<file path="src/rtl/vmx_cmd_dispatcher.sv">
// VMX command front end: routes header+payload packets to NUM_CH channels with per-channel in-flight limits.
// Optional per-channel packet counters are enabled by defining VMX_DISPATCH_STATS_EN.
module vmx_cmd_dispatcher #(
  parameter int NUM_CH  = 4,
  parameter int DATA_W  = 32,
  parameter int MAX_OUT = 4
) (
  input  logic                aclk,
  input  logic                areset,
  input  logic [DATA_W-1:0]   s_tdata,
  input  logic                s_tlast,
  input  logic                s_tvalid,
  output logic                s_tready,
  output logic [DATA_W-1:0]   m_tdata,
  output logic                m_tlast,
  output logic [NUM_CH-1:0]   m_tvalid,
  input  logic [NUM_CH-1:0]   m_tready,
  input  logic [NUM_CH-1:0]   ch_done,
  output logic [NUM_CH-1:0]   ch_busy,
  output logic                idle,
  output logic                err_chan,
  output logic                err_len,
  input  logic                err_clr
`ifdef VMX_DISPATCH_STATS_EN
  ,
  output logic [NUM_CH*16-1:0] pkt_count
`endif
);

  typedef enum logic [2:0] {
    ST_HDR      = 3'd0,
    ST_CHECK    = 3'd1,
    ST_SEND_HDR = 3'd2,
    ST_FWD      = 3'd3,
    ST_DROP     = 3'd4
  } state_t;

  state_t              state;
  logic [DATA_W-1:0]   hdr;
  logic                hdr_last;
  logic [7:0]          cnt;
  logic [3:0]          outstanding [NUM_CH];

  logic [3:0]          sel;
  logic [7:0]          len;
  logic                ch_bad;
  logic                sel_ready;
  logic                sel_full;
  logic [NUM_CH-1:0]   sel_onehot;
  logic [NUM_CH-1:0]   disp;
  logic [NUM_CH-1:0]   retire;
  logic                last_beat;
  logic                hdr_tlast_out;

  assign sel           = hdr[27:24];
  assign len           = hdr[23:16];
  assign ch_bad        = ({1'b0, sel} >= 5'(NUM_CH));
  assign last_beat     = (cnt == (len - 8'd1));
  assign hdr_tlast_out = (len == 8'd0) | hdr_last;
  assign idle          = (state == ST_HDR) & ~(|ch_busy);

  // Per-channel decode of the selected channel, dispatch and completion events.
  always_comb begin
    sel_ready  = 1'b0;
    sel_full   = 1'b0;
    sel_onehot = '0;
    disp       = '0;
    retire     = '0;
    ch_busy    = '0;
    for (int i = 0; i < NUM_CH; i++) begin
      sel_onehot[i] = (sel == 4'(i));
      sel_ready     = sel_ready | (sel_onehot[i] & m_tready[i]);
      sel_full      = sel_full  | (sel_onehot[i] & (outstanding[i] == 4'(MAX_OUT)));
      disp[i]       = (state == ST_SEND_HDR) & sel_onehot[i] & m_tready[i];
      retire[i]     = ch_done[i] & (outstanding[i] != 4'd0);
      ch_busy[i]    = (outstanding[i] != 4'd0);
    end
  end

  // Stream-side handshake and channel-side drive; FWD is a zero-latency pass-through.
  always_comb begin
    s_tready = 1'b0;
    m_tdata  = '0;
    m_tlast  = 1'b0;
    m_tvalid = '0;
    case (state)
      ST_HDR:   s_tready = ~areset;
      ST_CHECK: s_tready = 1'b0;
      ST_SEND_HDR: begin
        m_tvalid = sel_onehot;
        m_tdata  = hdr;
        m_tlast  = hdr_tlast_out;
      end
      ST_FWD: begin
        s_tready = sel_ready;
        m_tvalid = s_tvalid ? sel_onehot : '0;
        m_tdata  = s_tvalid ? s_tdata : '0;
        m_tlast  = s_tvalid & (last_beat | s_tlast);
      end
      ST_DROP:  s_tready = 1'b1;
      default:  s_tready = 1'b0;
    endcase
  end

  // Packet FSM with sticky error flags; a clear wins over a same-cycle set.
  always_ff @(posedge aclk or posedge areset) begin
    if (areset) begin
      state    <= ST_HDR;
      hdr      <= '0;
      hdr_last <= 1'b0;
      cnt      <= 8'd0;
      err_chan <= 1'b0;
      err_len  <= 1'b0;
    end else begin
      case (state)
        ST_HDR: begin
          if (s_tvalid) begin
            hdr      <= s_tdata;
            hdr_last <= s_tlast;
            state    <= ST_CHECK;
          end
        end
        ST_CHECK: begin
          if (ch_bad) begin
            err_chan <= 1'b1;
            state    <= hdr_last ? ST_HDR : ST_DROP;
          end else if (!sel_full) begin
            state <= ST_SEND_HDR;
          end
        end
        ST_SEND_HDR: begin
          if (sel_ready) begin
            if (hdr_last && (len != 8'd0)) err_len <= 1'b1;
            cnt   <= 8'd0;
            state <= hdr_tlast_out ? ST_HDR : ST_FWD;
          end
        end
        ST_FWD: begin
          if (s_tvalid && sel_ready) begin
            cnt <= cnt + 8'd1;
            if (s_tlast) begin
              if (!last_beat) err_len <= 1'b1;
              state <= ST_HDR;
            end else if (last_beat) begin
              // Header length reached without tlast: close the packet downstream, discard the rest.
              err_len <= 1'b1;
              state   <= ST_DROP;
            end
          end
        end
        ST_DROP: begin
          if (s_tvalid && s_tlast) state <= ST_HDR;
        end
        default: state <= ST_HDR;
      endcase
      if (err_clr) begin
        err_chan <= 1'b0;
        err_len  <= 1'b0;
      end
    end
  end

  // In-flight counters; a dispatch and a completion in the same cycle cancel.
  always_ff @(posedge aclk or posedge areset) begin
    if (areset) begin
      for (int i = 0; i < NUM_CH; i++) outstanding[i] <= 4'd0;
    end else begin
      for (int i = 0; i < NUM_CH; i++) begin
        if (disp[i] && !retire[i]) begin
          outstanding[i] <= outstanding[i] + 4'd1;
        end else if (retire[i] && !disp[i]) begin
          outstanding[i] <= outstanding[i] - 4'd1;
        end
      end
    end
  end

`ifdef VMX_DISPATCH_STATS_EN
  // Wrapping per-channel count of dispatched packets.
  always_ff @(posedge aclk or posedge areset) begin
    if (areset) begin
      pkt_count <= '0;
    end else if (err_clr) begin
      pkt_count <= '0;
    end else begin
      for (int i = 0; i < NUM_CH; i++) begin
        if (disp[i]) pkt_count[i*16 +: 16] <= pkt_count[i*16 +: 16] + 16'd1;
      end
    end
  end
`endif

endmodule
</file>
<file path="config.mk">
export PLATFORM = sky130hd
export DESIGN_NAME = vmx_cmd_dispatcher
export DESIGN_NICKNAME = d
export VERILOG_FILES = /design/src/rtl/vmx_cmd_dispatcher.sv
export SDC_FILE = /design/constraint.sdc
export NUM_CORES = 1
export LEC_CHECK = 0
export ABC_AREA = 1
export BUFFER_PORTS_ARGS = -buffer_cell sky130_fd_sc_hd__buf_2
export CAP_MARGIN = 20
export CORE_MARGIN = 10
export CORE_UTILIZATION = 53
export CTS_BUF_LIST = sky130_fd_sc_hd__clkbuf_8 sky130_fd_sc_hd__clkbuf_16
export DETAILED_ROUTE_END_ITERATION = 10
export PLACE_DENSITY_LB_ADDON = 0.25
export SLEW_MARGIN = 20
export SYNTH_ARGS = -nofsm -noshare
export SYNTH_HDL_FRONTEND = slang
export SYNTH_SLANG_ARGS = --single-unit
</file>
<file path="constraint.sdc">
create_clock -name aclk -period 3.6 [get_ports aclk]
set_clock_uncertainty 0.05 [all_clocks]
set_input_delay 0.9 -clock aclk [delete_from_list [all_inputs] [get_ports aclk]]
set_output_delay 0.9 -clock aclk [all_outputs]
set_load 0.01 [all_outputs]
</file>
==> reports/results.tsv <==
stage	metric	value	unit
detailed_routing	viasPerCell	5.08	
sta	fin_crit	3.35	ns
final_layout	post-route-util	64.9	%
logic_synthesis	synthSimpleGateAreaFrac	27.2	%
logic_synthesis	yosys_warnings	0	
run	maxCapViolCount	0	
worst_setup_path	reg2reg_slack	0.69	ns
global_routing	grt_util_met2	28.0	%
cts	cts-root-buf	clkbuf_8	
cts	cts.sink_count	62	
sta	tns	0	ns
logic_synthesis	synth_edf_count	0	
detailed_routing	ant_nets	0	
pwr	power.density	792	nW/µm²
sta	fmax	0.299	GHz
global_routing	grt_pass1_vias	3720	
sta	worst_slew_pin_slew	0.906	ns
die	die_x	106	µm
logic_synthesis	ys_seq_elements	62	
logic_synthesis	synth_fp_nets	596	
logic_synthesis	syn_area	3960	µm²
global_routing	grtUsageMet1	22.7	%
worst_setup_path	required	2.65	ns
sta	finalSetupViolCount	0	
placement	dp.cells	709	
global_routing	gr-usage-all-layers	17.7	%
logic_synthesis	synthMuxAreaShare	0.853	%
detailed_routing	first_pass_iters	5	
logic_synthesis	synth_xor_area_share	3.73	%
global_routing	grt-busiest-layer	met2	
global_routing	grt_overflow	0	
detailed_routing	vias	3683	
min_path	hold_path_class	flip-flop to flip-flop	
logic_synthesis	synth_top_family_by_area	simple AND/OR/NAND/NOR gates	
placement	port_buffers	89	
cts	cts_tree	done	
die	die_y	106	µm
logic_synthesis	synth_fa_ha_area_share	6.76	%
final_layout	nNetsFinal	685	
final_layout	layout.cells.non_filler	725	
pwr	vdd_ir_drop_max	307	µV
detailed_routing	finalWirelength	9.80	mm
worst_setup_path	cp_max_fo	6	
die	start_util	54.6	%
cts	post_cts_buffers	0	
sta	hold_violations	0	
cts	ctsHtreeMaxLevel	3	
cts	path_clk_slew	0.08	ns
detailed_routing	drc	0	
min_path	min_from	hdr[13]	
pwr	p_leak	0.00250	µW
die	core	7250	µm²
sta	finalCritPeriodShare	93.0	%
global_routing	grt_first_pass_wirelength	16.9	mm
die	io_pins	90	
cts	cts_buffers	9	
min_path	whs_path_depth	2	
worst_setup_path	crit_type	flip-flop to output pin	
final_layout	n_antenna_cell	0	
die	dieArea	11300	µm²
final_layout	final_area	4710	µm²
logic_synthesis	ys_types	38	
cts	clk_latency	0.34	ns
global_routing	grt_antenna_before_repair	0	
logic_synthesis	ys_seq_area_share	39.2	%
placement	placed_area	4500	µm²
logic_synthesis	ys.flop_type	dfrtp_1	
status	status	completed	
logic_synthesis	syn_avg_cell_area	7.45	µm²
final_layout	multiInputGateArea	2060	µm²
worst_setup_path	r2r-end	outstanding[11]	
sta	hold_slack	0.440	ns
worst_setup_path	rr_worst_depth	15	
final_layout	most-common-layout-cells	131 x nand2_1, 89 x buf_2, 83 x inv_1	
worst_setup_path	cp-end-kind	output pin	
detailed_routing	wire_per_inst	13.5	µm
cts	cts-resized-gates	0	
sta	rsz0062_at_grt	false	
sta	slew_headroom	39.5	%
cts	cts.path.max_buffers	2	
global_routing	met3_usage	4.83	%
logic_synthesis	syn-instance-count	532	
final_layout	syn2layout_area_growth	18.8	%
final_layout	fillers	648	
placement	place_congestion	0.902	
logic_synthesis	synth-async-reset-ratio	100	%
worst_setup_path	arrival	2.40	ns
worst_setup_path	timing.rr.start	state[2]	
min_path	min_to	hdr[13]	
cts	hold_buffers	0	
die	core.rowCount	31	
logic_synthesis	synth_compound_area_share	13.0	%
placement	dp_hpwl	7.45	mm
final_layout	drive_gt1_share	21.7	%
worst_setup_path	startpoint_type	flip-flop	
sta	report.final.slew_viol_count	0	
detailed_routing	first_iter_violations	164	
final_layout	seq_area	1550	µm²
final_layout	layout_commonest_cell	nand2_1	
global_routing	grt_max_degree	67	
## worst max-delay path by stage
stage                  endpoint  slack [ns]     start  depth (start not counted)
floorplan              s_tready        0.10    areset                          3
global placement    m_tdata[31]        0.50  s_tvalid                          6
detailed placement   m_tdata[1]        0.41  s_tvalid                          6
CTS                     m_tlast        0.30   hdr[16]                         13
global route         m_tdata[1]        0.08  state[2]                          6
finish                  m_tlast        0.25   hdr[16]                         13
## cell families (layout without fill, tap and decap cells)
kind of cell / after synthesis / count (layout)
and+or+nand+nor: 241 / 241
buffers and inverters: 97 / 191
AOI/OAI and AO/OA: 94 / 94
DFF: 62 / 62
adders and majority gates: 19 / 19
xor gates and xnor gates: 16 / 16
muxes: 3 / 3
## worst max-delay path, cell delays in order (launching register included)
cell and delay (ns):
dfrtp_1 0.42, inv_1 0.21, ha_1 0.30, inv_1 0.06, nand2_1 0.09, nand2_1 0.07, nand2_1 0.06, nand3_1 0.09
nor2_1 0.22, nand3_2 0.14, nand2_1 0.08, nand2_1 0.04, o21ai_0 0.09, buf_2 0.18
## Yosys cell counts, drive strengths merged (3+ instances only)
master / instances / share of area, %
nand3: 29 / 3.9
nand2: 138 / 14
o21ai: 70 / 8.9
xnor2: 9 / 2.0
dfrtp: 62 / 39
nor3: 5 / 0.76
nand4: 8 / 1.4
xor2: 7 / 1.7
ha: 15 / 4.7
mux2: 3 / 0.85
clkbuf: 10 / 0.95
inv: 84 / 8.0
nor2: 59 / 7.1
o22ai: 10 / 1.6
buf: 3 / 0.38
a21oi: 6 / 0.85
fa: 4 / 2.0
## state kept, by name, indices dropped and copies added (netlist names)
name	count
cnt	8
state	3
err_chan	1
outstanding	16
hdr_last	1
err_len	1
hdr	32
## through the flow
| stage | power, µW | setup slack [ns] |
|---|---|---|
| 2_1_floorplan | 2620 | 0.103 |
| 3_3_place_gp | 3010 | 0.504 |
| 3_5_place_dp | 3100 | 0.409 |
| 4_1_cts | 3730 | 0.296 |
| 5_1_grt | 4100 | 0.0784 |
| 6_report | 3730 | 0.253 |
## power breakdown
| group | switching [µW] | total (µW) | internal (µW) |
|---|---|---|---|
| clock network | 296 | 617 | 322 |
| registers | 308 | 1340 | 1030 |
| logic | 1110 | 1770 | 665 |
## final cells by class
| type | instances | share of cell area (%) |
|---|---|---|
| sequential | 62 | 33.0 |
| clock buffer | 9 | 2.63 |
| multi-input combinational | 373 | 43.7 |
| timing repair buffer | 91 | 9.78 |
| inverter | 84 | 6.70 |
| tap | 99 | 2.63 |
| clock inverter | 7 | 1.62 |
## layer usage
layer,vias to the layer above,wire (µm)
li1,1868,-
met1,1680,4470
met2,117,4580
met3,18,605
met4,0,136
met5,-,0
(Power assumes the default switching activity.)
